## config.mk

```make
export PLATFORM = sky130hd
export DESIGN_NAME = prio_encoder_rr
export DESIGN_NICKNAME = d
export VERILOG_FILES = /design/src/rtl/prio_enc_pkg.sv /design/src/rtl/prio_scan.sv /design/src/rtl/prio_encoder_rr.sv
export SDC_FILE = /design/constraint.sdc
export NUM_CORES = 1
export LEC_CHECK = 0
export CAP_MARGIN = 40
export CORE_MARGIN = 2
export CORE_UTILIZATION = 51
export CTS_CLUSTER_DIAMETER = 60
export CTS_CLUSTER_SIZE = 10
export DETAILED_ROUTE_END_ITERATION = 8
export PLACE_DENSITY = 0.85
export SLEW_MARGIN = 40
export SYNTH_ARGS = -nofsm -noshare
export SYNTH_HDL_FRONTEND = slang
export SYNTH_SLANG_ARGS = --single-unit
```

## constraint.sdc

```tcl
create_clock -name clk -period 6.13 [get_ports clk]
set_clock_uncertainty 0.05 [all_clocks]
set_input_delay 1.839 -clock clk [delete_from_list [all_inputs] [get_ports clk]]
set_output_delay 1.839 -clock clk [all_outputs]
set_load 0.02 [all_outputs]
```

## src/rtl/prio_enc_pkg.sv

```systemverilog
// Shared definitions for the round-robin / fixed priority encoder:
// arbitration mode encodings and the index-width helper.
package prio_enc_pkg;

  typedef enum logic {
    MODE_FIXED = 1'b0,
    MODE_RR    = 1'b1
  } mode_e;

  function automatic int unsigned clog2(input int unsigned v);
    int unsigned r;
    r = 0;
    for (int unsigned i = 0; i < 32; i++) begin
      if ((64'd1 << i) < 64'(v)) r = i + 1;
    end
    return r;
  endfunction

endpackage

```

## src/rtl/prio_scan.sv

```systemverilog
// Combinational priority scan: finds the highest (hi_first=1) or lowest
// (hi_first=0) set bit of vec.
module prio_scan
  import prio_enc_pkg::*;
#(
  parameter int unsigned N = 8,
  parameter int unsigned W = clog2(N)
) (
  input  logic [N-1:0] vec,
  input  logic         hi_first,
  output logic         found,
  output logic [W-1:0] index
);

  always_comb begin
    found = |vec;
    index = '0;
    if (hi_first) begin
      // ascending sweep: the last hit is the highest set bit
      for (int unsigned i = 0; i < N; i++) begin
        if (vec[i]) index = W'(i);
      end
    end else begin
      for (int unsigned k = 0; k < N; k++) begin
        if (vec[N-1-k]) index = W'(N - 1 - k);
      end
    end
  end

endmodule

```

## src/rtl/prio_encoder_rr.sv

```systemverilog
// Registered priority encoder with fixed (highest index) or round-robin
// arbitration and a valid/ready output handshake.
module prio_encoder_rr
  import prio_enc_pkg::*;
#(
  parameter int unsigned N = 8,
  parameter int unsigned W = clog2(N)
) (
  input  logic         clk,
  input  logic         rst_n,
  input  logic [N-1:0] req,
  input  logic         mode,
  input  logic         out_ready,
  output logic [W-1:0] idx,
  output logic         out_valid,
  output logic         any
);

  localparam logic [W-1:0] LAST = W'(N - 1);

  logic [W-1:0] ptr_q;
  logic [W-1:0] idx_q;
  logic         valid_q;
  logic         load;
  logic         rr_sel;

  logic [N-1:0] rr_mask;
  logic [N-1:0] req_masked;
  logic         masked_found;
  logic [W-1:0] masked_idx;
  logic         full_found;
  logic [W-1:0] full_idx;
  logic [W-1:0] winner;
  logic [W-1:0] ptr_next;

  assign rr_sel = (mode_e'(mode) == MODE_RR);
  assign load   = !valid_q || out_ready;

  always_comb begin
    rr_mask = '0;
    for (int unsigned i = 0; i < N; i++) begin
      rr_mask[i] = (W'(i) >= ptr_q);
    end
  end

  assign req_masked = req & rr_mask;

  prio_scan #(.N(N), .W(W)) u_scan_masked (
    .vec      (req_masked),
    .hi_first (1'b0),
    .found    (masked_found),
    .index    (masked_idx)
  );

  // Full-vector scan doubles as the round-robin wrap-around search
  // (low-first) and the fixed-priority search (high-first).
  prio_scan #(.N(N), .W(W)) u_scan_full (
    .vec      (req),
    .hi_first (!rr_sel),
    .found    (full_found),
    .index    (full_idx)
  );

  always_comb begin
    winner = full_idx;
    if (rr_sel && masked_found) winner = masked_idx;
  end

  assign ptr_next = (winner == LAST) ? '0 : winner + 1'b1;

  always_ff @(posedge clk or negedge rst_n) begin
    if (!rst_n) begin
      idx_q   <= '0;
      valid_q <= 1'b0;
      ptr_q   <= '0;
    end else if (load) begin
      if (full_found) begin
        idx_q   <= winner;
        valid_q <= 1'b1;
        ptr_q   <= ptr_next;
      end else begin
        valid_q <= 1'b0;
      end
    end
  end

  assign idx       = idx_q;
  assign out_valid = valid_q;
  assign any       = full_found;

endmodule

```

* After elaboration in Yosys (flattened, before gate mapping)
Index checks and enable logic that the tools add are counted.
** Cells by class
- Add/sub/neg operators :: 1
- Order comparisons :: 8
- Equality and inequality tests :: 1
- Multiplexer cells :: 27
- Bitwise gates (word level) :: 1
- Reduce and logical (&&, ||, !) cells :: 6
** Operators by type and width (number)
- $mux 3 :: 23
- $reduce_or 8->1 :: 2
- $ge 3x3->1 const A :: 4
- $and 8x8->8 :: 1
- $ge 1x3->1 const A :: 2
- $ge 2x3->1 const A :: 2
- $mux 2 :: 2
- $add 3x1->3 const B :: 1
- $eq 3x3->1 const B :: 1
- $mux 1 :: 2
- $reduce_and 2->1 :: 1
- $logic_and 1x1->1 :: 1
- $logic_not 1->1 :: 1
- $logic_or 1x1->1 :: 1
** Word-level totals
- Register bits :: 7
- Bits of input ports :: 12
- Output and inout bits :: 5

* Longest topological paths before layout
Gate-level depths: netlist of the first run.
- Depth after elaboration :: 13
- Mapped depth :: 11

* Modules after synthesis
Synthesis of the first run repeated with hierarchy kept, for this count alone.
** Unflattened totals
- Cells, all modules :: 84
- Area total of the unflattened synthesis :: 676.9 sq um
** Modules (own cells, without submodules)
- prio_encoder_rr :: instances 1, cells each 40, area each 416.6 sq um
- prio_scan :: instances 2, cells each 22, area each 130.1 sq um

* Least setup slack after synthesis of the first run
Ideal clock, no wire load.
- Path kind :: input-to-output
- From :: input port req[0]
- To :: output port any
- Arrival :: 2.439 ns
- Setup slack :: 1.802 ns
- Stages on the path :: 2
- Buffers on the path :: 0
- Cells stage by stage :: nor4_2 -> nand3_1
** On the way
- Longest elaborated chain between the ends :: 1
** Ends and longest elaborated chain
- start, declared :: line prio_encoder_rr.sv:11 : input logic [N-1:0] req,
- $reduce_or 8->1 :: line prio_scan.sv:16 : found = |vec;
- end, declared :: line prio_encoder_rr.sv:16 : output logic any
Every way passes these cells.

* Worst setup path in the final report of the first run
Same ends and word-level chain as after synthesis.

==> impl_metrics.py, run 1 <==
metrics = {
    "worst_setup_path": {
        "arrival_ns": 3.48,
        "critical-path-slowest-cell": "clkdlybuf4s50_1",
        "crit_required_ns": 4.24,
        "crit_path_end_kind": "output pin",
        "max_stage_delay_ns": 0.55,
        "cp_cell_sequence": "clkdlybuf4s50_1, nor4_2, nand3_1, clkdlybuf4s50_1",
        "cp-start-kind": "primary input",
        "critical_path_class": "primary input to output pin",
        "crit_fanout": 5,
        "crit_top_cell": "clkdlybuf4s50_1",
    },
    "cts": {
        "post_cts_resized": 0,
        "htreeDepth": 1,
        "cts.path.max_buffers": 2,
        "clock_sinks": 7,
        "cts_tree": "yes",
        "insertion_delay_ns": 0.25,
        "clk_pin_slew_ns": 0.05,
        "post_cts_buffers": 0,
        "cts_hold_buffers": 0,
        "numCtsBuffers": 3,
        "clk_root_buffer_cell": "clkbuf_4",
    },
    "routing": {
        "dr.pass1.iters": 4,
        "via_count": 666,
        "ant_nets": 0,
        "drtIter0Drc": 12,
        "wl_per_cell_um": 13.9,
        "drc": 0,
        "drt-total-wl_mm": 1.54,
        "avgViaCountPerCell": 6.00,
    },
    "timing": {
        "min_period_ns": 5.37,
        "tightest_slew_ns": 0.473,
        "period_share_pct": 87.6,
        "hold_viol": 0,
        "hold_ws_ns": 0.465,
        "slew_headroom_pct": 68.4,
        "setup_viol": 0,
        "slew_violations": 0,
        "rsz0062_at_grt": "false",
        "fmax_ghz": 0.186,
        "fin_setup_tns_ns": 0,
    },
    "die": {
        "num_io_pins": 17,
        "die_w_um": 41.1,
        "rows": 13,
        "fp.dieH_um": 41.1,
        "die_area_mm2": 0.00169,
        "initial_core_util_pct": 54.5,
        "core-area_mm2": 0.00128,
    },
    "synthesis": {
        "syn-num-nets": 94,
        "synth-async-reset-ratio_pct": 100,
        "synth_edf_count": 0,
        "syn_avg_cell_area_um2": 8.76,
        "ys_warn_count": 0,
        "netlist_area_um2": 701,
        "synthFlopType": "dfrtp_1",
        "synth_cells": 80,
        "yosysTopAreaCell": "dfrtp_1",
        "synth_top_cell_area_share_pct": 25.0,
        "ys_seq_elements": 7,
        "synth_cell_type_count": 43,
        "synth_area_leaders": "dfrtp_1 (25%), mux2_2 (6.4%), nand2b_1 (5.4%)",
        "ys_seq_area_share_pct": 25.0,
    },
    "finish": {
        "fin_nets": 111,
        "final_layout_size_suffix_gt1_share_pct": 19.8,
        "mostFrequentLayoutCell": "clkdlybuf4s50_1",
        "diodes": 0,
        "nFillCells": 104,
        "layout_common_cells": "clkdlybuf4s50_1 (16), nor2_1 (8), o21ai_0 (7), dfrtp_1 (7), nand2b_1 (6)",
        "regArea_um2": 175,
        "area_delta_synth_final_pct": 24.3,
        "multi_input_area_um2": 479,
    },
    "global_routing": {
        "overflow": 0,
        "grt_max_degree": 13,
        "grt_usage_pct": 21.7,
        "grt_pass1_vias": 587,
        "grt_first_pass_wirelength_mm": 2.37,
        "antenna_found_initial": 0,
    },
    "worst_hold_path": {
        "hp-class": "register to register",
    },
    "job": {
        "cap_violations": 0,
    },
    "power_and_ir_drop": {
        "p_clk_share_pct": 15.4,
        "p_comb_share_pct": 50.6,
        "ir_drop_mv": 0.238,
        "power_leakage_nw": 0.327,
        "p_sw_share_pct": 41.2,
        "intPower_uw": 155,
        "power.switching_uw": 109,
        "seqPwrFrac_pct": 34.0,
        "power.density_mw_per_mm2": 304,
    },
    "outcome": {
        "status": "completed",
    },
    "placement": {
        "place.port_buffers": 16,
        "dp_hpwl_mm": 1.19,
        "place_congestion": 0.840,
    },
}
## through the flow
| stage | power, mW | cells | utilization [%] | area, um2 | worst slack [ns] |
|---|---|---|---|---|---|
| finish | 0.265 | 111 | 67.8 | 871 | 0.760 |
| global route | 0.285 | 111 | 67.8 | 871 | 0.669 |
| CTS | 0.267 | 111 | 67.8 | 871 | 0.752 |
| detailed placement | 0.223 | 107 | 65.7 | 845 | 0.776 |
| global placement | 0.217 | 107 | 65.7 | 845 | 0.786 |
| floorplan | 0.188 | 80 | - | 701 | 1.80 |
## sequential cells by signal (all words and copies together) (netlist names)
name / count
ptr_q: 3
idx: 3
out_valid: 1
## Yosys cell counts, drive strengths merged (2+ instances only)
cell,number
inv,3
nor2,8
nand2,4
mux2,4
or2,2
buf,4
nand2b,6
a22oi,2
o21ai,8
nor3,2
dfrtp,7
o41ai,2
nor2b,2
a31oi,2
nand3,2
a21oi,3
ha,2
## kinds of logic (layout without fill, tap and decap cells)
logic type / Yosys count / after routing / share of synthesized area (%)
flip-flops: 7 / 7 / 25.0
adder cells (fa/ha/maj): 2 / 2 / 3.57
multiplexers: 4 / 4 / 6.43
buffers and inverters: 7 / 23 / 6.61
AND/OR/NAND/NOR: 30 / 30 / 25.2
AO/OA/AOI/OAI: 30 / 30 / 33.2
## path summary, 6_finish.rpt
path	start	to	slack (ns)	cells past startpoint
max	req[0]	any	0.76	4
min	idx[1]	idx[1]	0.47	1
max reg2reg	ptr_q[0]	ptr_q[0]	3.43	10
min reg2reg	idx[1]	idx[1]	0.47	1
max in group asynchronous	rst_n	out_valid	4.01	1
min in group asynchronous	rst_n	ptr_q[1]	1.79	1
## layer usage
metal / wire, um / GRT usage (%)
met5: 0 / 0
met4: 24 / 11.7
met3: 71 / 2.17
met2: 711 / 38.3
met1: 732 / 25.3
## power by group through the flow
| stage | Clock [mW] | Combinational (mW) | Sequential, mW |
|---|---|---|---|
| 6_report | 0.0408 | 0.134 | 0.0900 |
| 3_5_place_dp | 0 | 0.133 | 0.0905 |
| 3_3_place_gp | 0 | 0.129 | 0.0887 |
| 5_1_grt | 0.0440 | 0.147 | 0.0930 |
| 2_1_floorplan | 0 | 0.107 | 0.0814 |
| 4_1_cts | 0.0432 | 0.134 | 0.0898 |
## cell type report
type	instances	area share (%)
timing repair buffer	16	18.4
multi-input combinational	66	55.0
tap	15	2.16
clock buffer	4	3.02
sequential	7	20.1
inverter	3	1.29
## worst max-delay path: cells and delay by family
kind / cells / cell delay, ns
simple gates: 2 / 0.56
buf+inv: 2 / 1.07
Note: power is estimated with default switching activity, not from simulation.
==> run 2: changes to the inputs <==
Settings changed: CORE_AREA from default to 2 2 39 41, CORE_MARGIN 2 to default, CORE_UTILIZATION 51 to default, DIE_AREA from default to 0 0 41 43, DONT_BUFFER_PORTS from default to 1, PLACE_DENSITY 0.85 to 0.71.
==> impl_metrics.py, run 2 (synthesized netlist as in run 1, its figures left out) <==
metrics = {
    "finish": {
        "nFillCells": 137,
        "diodes": 0,
        "final_layout_size_suffix_gt1_share_pct": 23.8,
        "area_delta_synth_final_pct": 1.61,
        "mostFrequentLayoutCell": "nor2_1",
        "final_util_pct": 51.4,
        "layout_common_cells": "nor2_1 (8), o21ai_0 (7), dfrtp_1 (7), nand2b_1 (6)",
        "finalNonFillerCells": 96,
        "fin_nets": 95,
    },
    "worst_setup_path": {
        "crit_fanout": 5,
        "cp-start-kind": "primary input",
        "crit_path_end_kind": "output pin",
        "cp_cell_sequence": "nor4_2, nand3_1",
        "arrival_ns": 2.52,
        "cp_num_buf_inv": 0,
        "cpLargestDelayFamily": "simple AND/OR/NAND/NOR gates",
        "critical-path-slowest-cell": "nor4_2",
        "crit_required_ns": 4.24,
        "critical_path_class": "primary input to output pin",
        "max_stage_delay_ns": 0.39,
    },
    "placement": {
        "place_congestion": 0.823,
        "dp_cells": 92,
        "dp_slack_ns": 1.75,
        "dp_hpwl_mm": 1.25,
        "place.port_buffers": 0,
    },
    "die": {
        "core-area_mm2": 0.00138,
        "num_io_pins": 17,
        "rows": 14,
        "fp.dieH_um": 43,
        "initial_core_util_pct": 50.6,
        "die_w_um": 41,
        "die_area_mm2": 0.00176,
    },
    "timing": {
        "slew_headroom_pct": 63.7,
        "fmax_ghz": 0.227,
        "setup_viol": 0,
        "period_share_pct": 71.9,
        "min_period_ns": 4.41,
        "rsz0062_at_grt": "false",
        "fin_setup_tns_ns": 0,
        "hold_viol": 0,
        "slew_violations": 0,
        "tightest_slew_ns": 0.543,
        "layout_setup_ws_ns": 1.72,
    },
    "cts": {
        "insertion_delay_ns": 0.25,
        "cts_tree": "yes",
        "post_cts_buffers": 0,
        "cts.path.max_buffers": 2,
        "clock_sinks": 7,
        "clk_pin_slew_ns": 0.05,
        "post_cts_resized": 0,
        "numCtsBuffers": 3,
        "clk_root_buffer_cell": "clkbuf_4",
        "htreeDepth": 1,
        "cts_hold_buffers": 0,
    },
    "worst_hold_path": {
        "hp-class": "register to register",
    },
    "routing": {
        "via_count": 619,
        "drtIter0Drc": 13,
        "avgViaCountPerCell": 6.45,
        "wl_per_cell_um": 16.7,
        "drc": 0,
        "ant_nets": 0,
        "drt-total-wl_mm": 1.60,
        "dr.pass1.iters": 4,
    },
    "global_routing": {
        "grt_pass1_vias": 583,
        "antenna_found_initial": 0,
        "grt_max_degree": 13,
        "grt_first_pass_wirelength_mm": 2.33,
        "grt_usage_pct": 20.7,
        "overflow": 0,
    },
    "outcome": {
        "status": "completed",
    },
    "power_and_ir_drop": {
        "power_leakage_nw": 0.263,
        "power.total_uw": 240,
        "ir_drop_mv": 0.188,
        "power.density_mw_per_mm2": 338,
    },
    "job": {
        "cap_violations": 0,
    },
}
[run 2: cell count changes in the layout (fill, tap and decap cells not counted), sizes merged]
cell	previous run	this run
clkdlybuf4s50	16	0
[run 2: metrics by stage]
| stage | cell area [um2] | hold WS, ns |
|---|---|---|
| finish | 712 | 0.622 |
| global route | 712 | 0.642 |
| CTS | 712 | 0.624 |
| detailed placement | 686 | 0.605 |
| global placement | 686 | 0.604 |
| floorplan | 701 | 0.550 |
[run 2: worst reg2reg max path, delay by kind of cell, from the launching register on]
family / cells / cell delay [ns]
flops: 1 / 0.47
simple gates: 3 / 0.54
fa+ha+maj: 2 / 0.39
compound gates: 5 / 1.20
[run 2: metal layers]
layer / wire length, um / vias to the layer above / track usage [%]
met5: 0 / - / 0
met4: 63 / 0 / 19.3
met3: 108 / 7 / 3.66
met2: 762 / 28 / 30.6
met1: 665 / 282 / 23.2
li1: - / 302 / -
[run 2: where the power goes]
group / switching [mW] / internal [mW]
registers: 0.0374 / 0.0625
clock network: 0.0161 / 0.0248
logic: 0.0497 / 0.0500
[run 2: final timing paths]
| path | endpoint | cells past startpoint | from | slack [ns] |
|---|---|---|---|---|
| min | idx[1] | 1 | idx[1] | 0.62 |
| min in group asynchronous | idx[0] | 0 | rst_n | 1.23 |
| max in group asynchronous | ptr_q[2] | 0 | rst_n | 4.73 |
| max | any | 2 | req[0] | 1.72 |
| max reg2reg | ptr_q[0] | 10 | ptr_q[0] | 3.42 |
| min reg2reg | idx[1] | 1 | idx[1] | 0.62 |
[run 2: final cells by class]
| type | instances | area (um2) | area share [%] |
|---|---|---|---|
| inverters | 3 | 11.3 | 1.58 |
| well taps | 16 | 20.0 | 2.81 |
| clock buffers | 4 | 26.3 | 3.69 |
| multi-input cells | 66 | 479 | 67.3 |
| flip-flops and latches | 7 | 175 | 24.6 |
==> run 3: changes to the inputs <==
Settings changed: CORE_AREA 2 2 39 41 to default, CORE_MARGIN from default to 2, CORE_UTILIZATION from default to 54, DIE_AREA 0 0 41 43 to default, PLACE_DENSITY 0.71 to 0.75.
Clock period 6.13 ns to 3.5 ns, I/O delays scaled along.
==> impl_metrics.py, run 3 (synthesized netlist as in run 1, its figures left out) <==
metrics = {
    "cts": {
        "cts_tree": "yes",
        "numCtsBuffers": 3,
        "htreeDepth": 1,
        "clock_sinks": 7,
        "clk_pin_slew_ns": 0.06,
        "insertion_delay_ns": 0.26,
        "post_cts_buffers": 0,
        "cts_hold_buffers": 0,
        "clk_root_buffer_cell": "clkbuf_4",
        "cts.path.max_buffers": 2,
        "post_cts_resized": 0,
    },
    "worst_setup_path": {
        "crit_required_ns": 3.65,
        "critical-path-slowest-cell": "o32ai_1",
        "cp-start-kind": "primary input",
        "cp_cell_sequence": "nand2b_1, a21oi_1, o21bai_1, o32ai_1, a31oi_1, ha_1, ha_1, nand2b_1, o41ai_1, a31o_1",
        "cpLargestDelayFamily": "compound AO/OA/AOI/OAI gates",
        "cp_num_buf_inv": 0,
        "regToRegEndpoint": "ptr_q[0]",
        "timing.rr.start": "ptr_q[0]",
        "regToRegSetupSlack_ns": 0.83,
        "arrival_ns": 2.97,
        "crit_fanout": 6,
        "max_stage_delay_ns": 0.47,
        "critical_path_class": "primary input to register",
        "worst_r2r_path_depth": 10,
        "crit_path_end_kind": "register",
    },
    "global_routing": {
        "grt_pass1_vias": 586,
        "grt_max_degree": 13,
        "grt_first_pass_wirelength_mm": 2.59,
        "grt_usage_pct": 24.7,
        "antenna_found_initial": 0,
        "overflow": 0,
    },
    "timing": {
        "fin_setup_tns_ns": 0,
        "tightest_slew_ns": 0.532,
        "hold_ws_ns": 0.432,
        "period_share_pct": 80.7,
        "hold_viol": 0,
        "rsz0062_at_grt": "false",
        "layout_setup_ws_ns": 0.677,
        "slew_violations": 0,
        "slew_headroom_pct": 64.4,
        "fmax_ghz": 0.354,
        "setup_viol": 0,
        "min_period_ns": 2.82,
    },
    "placement": {
        "dp_cells": 90,
        "dp_slack_ns": 0.430,
        "place.port_buffers": 0,
        "dp_hpwl_mm": 1.13,
        "place_congestion": 0.843,
    },
    "routing": {
        "drc": 0,
        "drt-total-wl_mm": 1.52,
        "dr.pass1.iters": 4,
        "drtIter0Drc": 22,
        "wl_per_cell_um": 16.2,
        "via_count": 606,
        "avgViaCountPerCell": 6.45,
        "ant_nets": 0,
    },
    "job": {
        "cap_violations": 0,
    },
    "finish": {
        "fin_nets": 95,
        "final_layout_size_suffix_gt1_share_pct": 23.8,
        "layout_common_cells": "nor2_1 (8), o21ai_0 (7), dfrtp_1 (7), nand2b_1 (6)",
        "mostFrequentLayoutCell": "nor2_1",
        "finalNonFillerCells": 94,
        "area_delta_synth_final_pct": 1.25,
        "diodes": 0,
    },
    "die": {
        "num_io_pins": 17,
        "core-area_mm2": 0.00116,
        "initial_core_util_pct": 60.6,
        "fp.dieH_um": 40.0,
        "rows": 12,
        "die_w_um": 40.0,
        "die_area_mm2": 0.00160,
    },
    "power_and_ir_drop": {
        "power_leakage_nw": 0.263,
        "ir_drop_mv": 0.325,
        "power.density_mw_per_mm2": 590,
    },
    "worst_hold_path": {
        "hp-class": "primary input to async pin",
    },
    "outcome": {
        "status": "completed",
    },
}
-- run 3: cell counts in the layout (fill, tap and decap cells not counted) --
Identical to the previous run, type by type.
-- run 3: metal layers --
| layer | GRT usage, % | part of all wire, % | wire, um | up-vias |
|---|---|---|---|---|
| met1 | 33.4 | 49 | 753 | 278 |
| met3 | 3.89 | 5.1 | 78 | 4 |
| met4 | 16.4 | 2.2 | 34 | 0 |
| met2 | 35.9 | 43 | 656 | 25 |
| li1 | - | - | - | 299 |
| met5 | 0 | 0 | 0 | - |
-- run 3: power by group --
group          switching (mW)  total, mW  internal (mW)
Sequential             0.0641      0.173          0.109
Clock                  0.0323     0.0760         0.0437
Combinational          0.0827      0.169         0.0867
-- run 3: per-stage QoR --
step | area [um2] | utilization, % | power (mW)
floorplan | 701 | - | 0.330
global placement | 683 | 59.1 | 0.337
detailed placement | 683 | 59.1 | 0.340
CTS | 709 | 61.4 | 0.417
global route | 709 | 61.4 | 0.451
finish | 709 | 61.4 | 0.419
-- run 3: cell type report --
cell class | instances | area (um2)
clock buffers | 4 | 26.3
fillers | 96 | 447
inverters | 3 | 11.3
multi-input cells | 66 | 479
flip-flops and latches | 7 | 175
well taps | 14 | 17.5
-- run 3: how the worst max path moves through the flow --
stage / from / end / slack [ns] / cells after the start
after floorplan: req[7] / ptr_q[2] / 0.64 / 9
after global placement: req[1] / ptr_q[0] / 0.46 / 10
after detailed placement: req[1] / ptr_q[0] / 0.43 / 10
after CTS: req[0] / any / 0.68 / 2
after global routing: req[1] / ptr_q[0] / 0.53 / 10
final: req[1] / ptr_q[0] / 0.68 / 10
